File: config.mk
export PLATFORM = sky130hd
export DESIGN_NAME = state_shift_sequencer
export DESIGN_NICKNAME = d
export VERILOG_FILES = /design/src/rtl/ascon_params.sv /design/src/rtl/beat_counter.sv /design/src/rtl/state_shift_sequencer.sv
export SDC_FILE = /design/constraint.sdc
export NUM_CORES = 1
export LEC_CHECK = 0
export ABC_AREA = 1
export CAP_MARGIN = 10
export CORE_AREA = 2 2 52 54
export CTS_CLUSTER_DIAMETER = 80
export DETAILED_ROUTE_END_ITERATION = 16
export DIE_AREA = 0 0 54 56
export GPL_TIMING_DRIVEN = 0
export PLACE_DENSITY_LB_ADDON = 0.08
export SYNTH_ARGS = -nofsm -noshare
export SYNTH_HDL_FRONTEND = slang
export SYNTH_SLANG_ARGS = --single-unit
File: constraint.sdc
create_clock -name clk -period 1.9 [get_ports clk]
set_input_delay 0.38 -clock clk [delete_from_list [all_inputs] [get_ports clk]]
set_output_delay 0.38 -clock clk [all_outputs]
set_load 0.01 [all_outputs]
File: src/rtl/ascon_params.sv
// Shared constants and types for the ASCON state-register control path.
// WORD_SIZE/PAR/D are the default datapath geometry; N1/ND are the serial
// beats per pass for the unmasked and masked shift widths, and CNT_W is the
// width of a beat index.
package ascon_params;

  localparam int unsigned WORD_SIZE          = 64;
  localparam int unsigned PAR                = 5;
  localparam int unsigned D                  = 1;
  localparam int unsigned SHIFT_PAR          = PAR;
  localparam int unsigned SHIFT_PAR_D_PLUS_1 = (D + 1) * PAR;

  // Beats needed to move `word` bits at `bits` per beat. Never below 1.
  function automatic int unsigned ceil_div(int unsigned word, int unsigned bits);
    int unsigned n;
    n = (word + bits - 1) / bits;
    return (n < 1) ? 1 : n;
  endfunction

  // Index width able to address every beat of the longer pass. Never below 1.
  function automatic int unsigned cnt_width(int unsigned n1, int unsigned nd);
    int unsigned m;
    m = (n1 > nd) ? n1 : nd;
    return (m <= 2) ? 1 : $clog2(m);
  endfunction

  localparam int unsigned N1    = ceil_div(WORD_SIZE, SHIFT_PAR);
  localparam int unsigned ND    = ceil_div(WORD_SIZE, SHIFT_PAR_D_PLUS_1);
  localparam int unsigned CNT_W = cnt_width(N1, ND);

  typedef enum logic [1:0] {
    OpLoad  = 2'b00,
    OpPass1 = 2'b01,
    OpPassD = 2'b10,
    OpRound = 2'b11
  } cmd_op_e;

  typedef enum logic [2:0] {
    StIdle,
    StLoad,
    StShiftD,
    StShift1,
    StDone
  } state_e;

endpackage

File: src/rtl/beat_counter.sv
// Beat counter for one serial pass.
// Ports:
//   clk, reset_n : clock, asynchronous active-low reset
//   clear        : synchronous clear to 0 (wins over en)
//   en           : advance one beat; wraps to 0 after reaching limit
//   limit        : index of the final beat of the current pass
//   count        : current beat index
//   tc           : count == limit (terminal beat)
module beat_counter #(
  parameter int unsigned CNT_W = 4
) (
  input  logic             clk,
  input  logic             reset_n,
  input  logic             clear,
  input  logic             en,
  input  logic [CNT_W-1:0] limit,
  output logic [CNT_W-1:0] count,
  output logic             tc
);

  logic [CNT_W-1:0] count_q, count_d;

  assign tc    = (count_q == limit);
  assign count = count_q;

  always_comb begin
    count_d = count_q;
    if (clear) begin
      count_d = '0;
    end else if (en) begin
      count_d = tc ? '0 : count_q + CNT_W'(1);
    end
  end

  always_ff @(posedge clk or negedge reset_n) begin
    if (!reset_n) begin
      count_q <= '0;
    end else begin
      count_q <= count_d;
    end
  end

endmodule

File: src/rtl/state_shift_sequencer.sv
// Control sequencer for the ASCON state register. Accepts LOAD / PASS_1 /
// PASS_D / ROUND commands over a valid/ready handshake and produces the
// register strobes, counting serial beats so each word shifts through once per
// pass. Completion is flagged by a one-cycle done pulse.
// Ports:
//   clk, reset_n          : clock, asynchronous active-low reset
//   cmd_valid/cmd_ready   : command handshake (ready only in IDLE)
//   cmd_op, cmd_rounds    : command and repeat count, latched at acceptance
//   stall                 : freeze the current beat
//   abort                 : synchronous cancel back to IDLE, no done
//   write_en, shift_en    : parallel-load and shift strobes
//   shift_type            : 1 = PAR-bit shift, 0 = (D+1)*PAR-bit shift
//   last_cycle            : current beat is the last of the pass
//   beat_idx, round_idx   : position within the pass / repetition
//   busy, done            : activity flag, completion pulse
module state_shift_sequencer #(
  parameter int unsigned WORD_SIZE  = ascon_params::WORD_SIZE,
  parameter int unsigned PAR        = ascon_params::PAR,
  parameter int unsigned D          = ascon_params::D,
  parameter int unsigned RND_W      = 4,
  localparam int unsigned N1        = ascon_params::ceil_div(WORD_SIZE, PAR),
  localparam int unsigned ND        = ascon_params::ceil_div(WORD_SIZE, (D + 1) * PAR),
  localparam int unsigned CNT_W     = ascon_params::cnt_width(N1, ND)
) (
  input  logic             clk,
  input  logic             reset_n,
  input  logic             cmd_valid,
  output logic             cmd_ready,
  input  logic [1:0]       cmd_op,
  input  logic [RND_W-1:0] cmd_rounds,
  input  logic             stall,
  input  logic             abort,
  output logic             write_en,
  output logic             shift_en,
  output logic             shift_type,
  output logic             last_cycle,
  output logic [CNT_W-1:0] beat_idx,
  output logic [RND_W-1:0] round_idx,
  output logic             busy,
  output logic             done
);

  import ascon_params::*;

  localparam logic [CNT_W-1:0] LastBeat1 = CNT_W'(N1 - 1);
  localparam logic [CNT_W-1:0] LastBeatD = CNT_W'(ND - 1);

  state_e           state_q, state_d;
  cmd_op_e          op_q, op_d;
  logic [RND_W-1:0] rounds_q, rounds_d;
  logic [RND_W-1:0] round_q, round_d;

  logic             in_shift;
  logic             beat_adv;
  logic             beat_tc;
  logic             pass_end;
  logic             last_round;
  logic [CNT_W-1:0] beat_limit;
  logic [CNT_W-1:0] beat_cnt;

  assign in_shift   = (state_q == StShiftD) || (state_q == StShift1);
  assign beat_adv   = in_shift && !stall && !abort;
  assign pass_end   = beat_adv && beat_tc;
  assign last_round = (round_q == rounds_q - RND_W'(1));
  assign beat_limit = (state_q == StShift1) ? LastBeat1 : LastBeatD;

  // The counter wraps to 0 on the terminal beat, so it is already at 0 when
  // the next pass (or DONE) begins; only abort needs an explicit clear.
  beat_counter #(
    .CNT_W(CNT_W)
  ) u_beat_counter (
    .clk    (clk),
    .reset_n(reset_n),
    .clear  (abort),
    .en     (beat_adv),
    .limit  (beat_limit),
    .count  (beat_cnt),
    .tc     (beat_tc)
  );

  always_comb begin
    state_d  = state_q;
    op_d     = op_q;
    rounds_d = rounds_q;
    round_d  = round_q;
    if (abort) begin
      state_d = StIdle;
      round_d = '0;
    end else begin
      unique case (state_q)
        StIdle: begin
          if (cmd_valid) begin
            op_d     = cmd_op_e'(cmd_op);
            rounds_d = cmd_rounds;
            round_d  = '0;
            if (cmd_op_e'(cmd_op) == OpLoad) begin
              state_d = StLoad;
            end else if (cmd_rounds == '0) begin
              state_d = StDone;
            end else if (cmd_op_e'(cmd_op) == OpPass1) begin
              state_d = StShift1;
            end else begin
              state_d = StShiftD;
            end
          end
        end
        StLoad: state_d = StDone;
        StShiftD: begin
          if (pass_end) begin
            if (op_q == OpRound) begin
              // Masked half of a round: continue with the unmasked half.
              state_d = StShift1;
            end else if (last_round) begin
              state_d = StDone;
              round_d = '0;
            end else begin
              round_d = round_q + RND_W'(1);
            end
          end
        end
        StShift1: begin
          if (pass_end) begin
            if (last_round) begin
              state_d = StDone;
              round_d = '0;
            end else begin
              round_d = round_q + RND_W'(1);
              if (op_q == OpRound) begin
                state_d = StShiftD;
              end
            end
          end
        end
        StDone:  state_d = StIdle;
        default: state_d = StIdle;
      endcase
    end
  end

  always_ff @(posedge clk or negedge reset_n) begin
    if (!reset_n) begin
      state_q  <= StIdle;
      op_q     <= OpLoad;
      rounds_q <= '0;
      round_q  <= '0;
    end else begin
      state_q  <= state_d;
      op_q     <= op_d;
      rounds_q <= rounds_d;
      round_q  <= round_d;
    end
  end

  // Strobes are suppressed during an abort cycle; everything else follows
  // the registered state and counters.
  always_comb begin
    cmd_ready  = (state_q == StIdle);
    busy       = (state_q != StIdle) && (state_q != StDone);
    write_en   = (state_q == StLoad) && !abort;
    shift_en   = beat_adv;
    shift_type = (state_q == StShift1);
    last_cycle = in_shift && beat_tc;
    beat_idx   = beat_cnt;
    round_idx  = round_q;
    done       = (state_q == StDone) && !abort;
  end

endmodule
==> flow_metrics.py <==
metrics = {
    "setup_path": {
        "critical_path_class": "reg2out",
        "slowest_delay_ns": 0.46,
        "cpMaxStageDelayCell": "dfrtp_2",
        "path_depth": 7,
        "worst-r2r-cell-count": 9,
        "critPathCaptureType": "output port",
        "crit_top_cell": "nand2_2",
        "crit_buf_inv": 2,
        "required_ns": 1.52,
        "critPathMaxFanout": 5,
        "crit_chain": "inv_2, nand3_1, nand2_1, nand2_2, nand2_2, nor3_2, buf_2",
        "cp_top_family": "flip-flops",
        "crit_arrival_ns": 1.42,
        "critPathLaunchType": "flip-flop",
    },
    "worst_hold_path": {
        "min_path_cells": 2,
        "hold_path.class": "reg2reg",
    },
    "timing": {
        "slew_headroom": 0.460,
        "drv_slew": 0,
        "skew_ns": 0.00281,
        "max_freq_mhz": 555,
        "rsz0062_at_grt": "true",
        "min_period_ns": 1.80,
        "setup_viol": 0,
        "setup-tns-final_ns": 0,
        "hold_viol": 0,
        "worst_pin_slew_ns": 0.807,
        "fin_crit_sh": 0.948,
    },
    "pwr": {
        "finalPower_mw": 1.54,
        "p_leak_nw": 0.781,
        "peakVddDrop_mv": 0.684,
        "seq_power_share": 0.360,
        "p_int_mw": 0.858,
        "power_density_nw_per_um2": 1030,
        "combPwrFrac": 0.511,
        "p_sw_frac": 0.444,
        "clock_power_share": 0.129,
        "power_switching_mw": 0.686,
    },
    "layout": {
        "drive_above_1_share": 0.145,
        "antenna_cells": 0,
        "syn2layout_area_growth_pct": 28.4,
        "fillers": 246,
        "nNetsFinal": 215,
    },
    "floorplan": {
        "fp-row-count": 18,
        "coreArea_sq_um": 2430,
        "dieArea_sq_um": 3020,
        "io_pins": 26,
        "die_x_um": 54,
        "dieHeight_um": 56,
        "initial_core_util": 0.479,
    },
    "placed_design": {
        "dpl.hpwl_um": 2030,
        "io_buffers": 25,
        "gp_congestion": 0.856,
    },
    "yosys": {
        "synth_flop_cell": "dfrtp_1",
        "synth_common_cells": "54 x nand2_1, 21 x inv_1, 17 x dfrtp_1",
        "syn_area_sq_um": 1160,
        "yosysTopAreaCellShare": 0.365,
        "yosys-top-cells-area": "dfrtp_1 37%, nand2_1 17%, inv_1 6.8%",
        "synth_seq_area_share": 0.365,
        "syn_nets": 183,
        "synth_area_leader_cell": "dfrtp_1",
        "synth-seq-cells": 17,
        "synthArstFlopShare": 1.00,
        "synth-edff-count": 0,
        "avgSynthCellArea_sq_um": 6.89,
        "yosys_warnings": 0,
        "yosysMostFrequentCell": "nand2_1",
        "ys_types": 24,
        "synthCells": 169,
    },
    "route": {
        "dr.pass1.iters": 4,
        "vias_per_cell": 5.00,
        "totalWireLength_um": 2610,
        "ant_nets": 0,
        "drt_iter0_markers": 15,
        "drc": 0,
        "vias": 1150,
        "avgRoutedWirePerCell_um": 11.4,
    },
    "cts": {
        "cts-buffers-inserted": 3,
        "h-tree-depth": 1,
        "path_clk_slew_ns": 0.10,
        "cts-root-buf": "clkbuf_4",
        "clock-sinks": 17,
        "cts_max_path_buffers": 2,
        "cts_tree": "yes",
        "insertion_delay_ns": 0.29,
    },
    "global_routing": {
        "antenna_found_initial": 0,
        "grt_usage": 0.189,
        "grt_max_degree": 18,
        "grt_pass1_vias": 1100,
        "grt_pass1_wl_um": 4370,
        "gr-total-overflow": 0,
    },
    "outcome": {
        "outcome": "finished, final reports clean",
    },
    "flow_run": {
        "maxCapViolations": 0,
    },
}
-- cells by family (layout without fill, tap and decap cells) --
| family | Yosys count | in the layout | share of synthesized area |
|---|---|---|---|
| buffers and inverters | 27 | 58 | 0.0881 |
| and+or+nand+nor | 92 | 92 | 0.363 |
| DFF | 17 | 17 | 0.365 |
| adders and majority gates | 3 | 3 | 0.0322 |
| xor gates and xnor gates | 5 | 5 | 0.0376 |
| AOI/OAI and AO/OA | 25 | 25 | 0.114 |
-- cells in the final DEF, fill, tap and decap left out, drive strengths merged --
master	instances
dlymetal6s2s	2
o21ai	15
nand2	56
ha	3
inv	26
clkdlybuf4s50	17
dlygate4sd2	2
nor3	3
a21boi	1
dfrtp	17
clkbuf	7
nand4	1
a32o	1
a21oi	8
nand3	15
xnor2	2
buf	4
nor2	17
xor2	3
-- routing by layer --
layer | global-route usage | up-vias | share of wire
met4 | 0.0536 | 0 | 0.013
li1 | - | 599 | -
met1 | 0.225 | 525 | 0.45
met3 | 0.0269 | 5 | 0.033
met5 | 0 | - | 0
met2 | 0.338 | 21 | 0.51
-- flip-flops by register name, indices dropped and copies added (netlist names) --
name and count:
round_idx 4, rounds_q 4, u_beat_counter.count 4, state_q 3, op_q 2
-- layout make-up --
cell class	count	area (sq um)	area share
Timing Repair Buffer	27	248	0.166
Clock buffer	4	26.3	0.0176
Inverter	26	97.6	0.0653
Tap cell	30	37.5	0.0251
Buffer	1	5.00	0.00335
Sequential cell	17	427	0.285
Multi-Input combinational cell	125	654	0.438
-- through the flow --
step | area, sq um | worst slack (ns) | utilization | hold WS (ns) | std cells
floorplan | 1160 | 0.390 | - | 0.0844 | 169
global placement | 1450 | -0.392 | 0.597 | 0.471 | 224
detailed placement | 1450 | -0.407 | 0.597 | 0.489 | 224
CTS | 1490 | -0.0190 | 0.614 | 0.512 | 229
global route | 1500 | -0.0243 | 0.615 | 0.537 | 230
finish | 1500 | 0.0986 | 0.615 | 0.521 | 230
-- worst register-to-register path: cells and delay by family, from the launching register on --
| kind | cells | cell delay, ns |
|---|---|---|
| compound gates | 1 | 0.06 |
| flops | 1 | 0.42 |
| simple gates | 5 | 0.60 |
| xor+xnor | 1 | 0.12 |
| buf+inv | 1 | 0.06 |
| fa+ha+maj | 1 | 0.30 |
-- path summary, 6_finish.rpt --
kind / endpoint / from / slack, ns
worst min register to register: op_q[0] / op_q[0] / 0.52
min in group asynchronous: round_idx[3] / reset_n / 0.54
worst max register to register: state_q[1] / rounds_q[0] / 0.24
max in group asynchronous: state_q[2] / reset_n / 0.80
worst min-delay path: op_q[0] / op_q[0] / 0.52
worst max-delay path: last_cycle / state_q[2] / 0.1
-- power by group through the flow --
| stage | registers (mW) | logic [mW] | clock network, mW |
|---|---|---|---|
| floorplan | 0.547 | 0.550 | 0 |
| global placement | 0.560 | 0.774 | 0 |
| detailed placement | 0.562 | 0.791 | 0 |
| CTS | 0.554 | 0.794 | 0.200 |
| global route | 0.570 | 0.896 | 0.221 |
| finish | 0.556 | 0.789 | 0.199 |
-- timing repair --
| action | 4_1_cts | 5_1_grt |
|---|---|---|
| buffers inserted | 1 | 1 |
| endpoints found under the setup margin | 6 | 7 |
| resized for setup | 12 | 11 |
| pin swaps | 0 | 1 |
| hold buffers | 0 | 0 |
(Power assumes the default switching activity.)
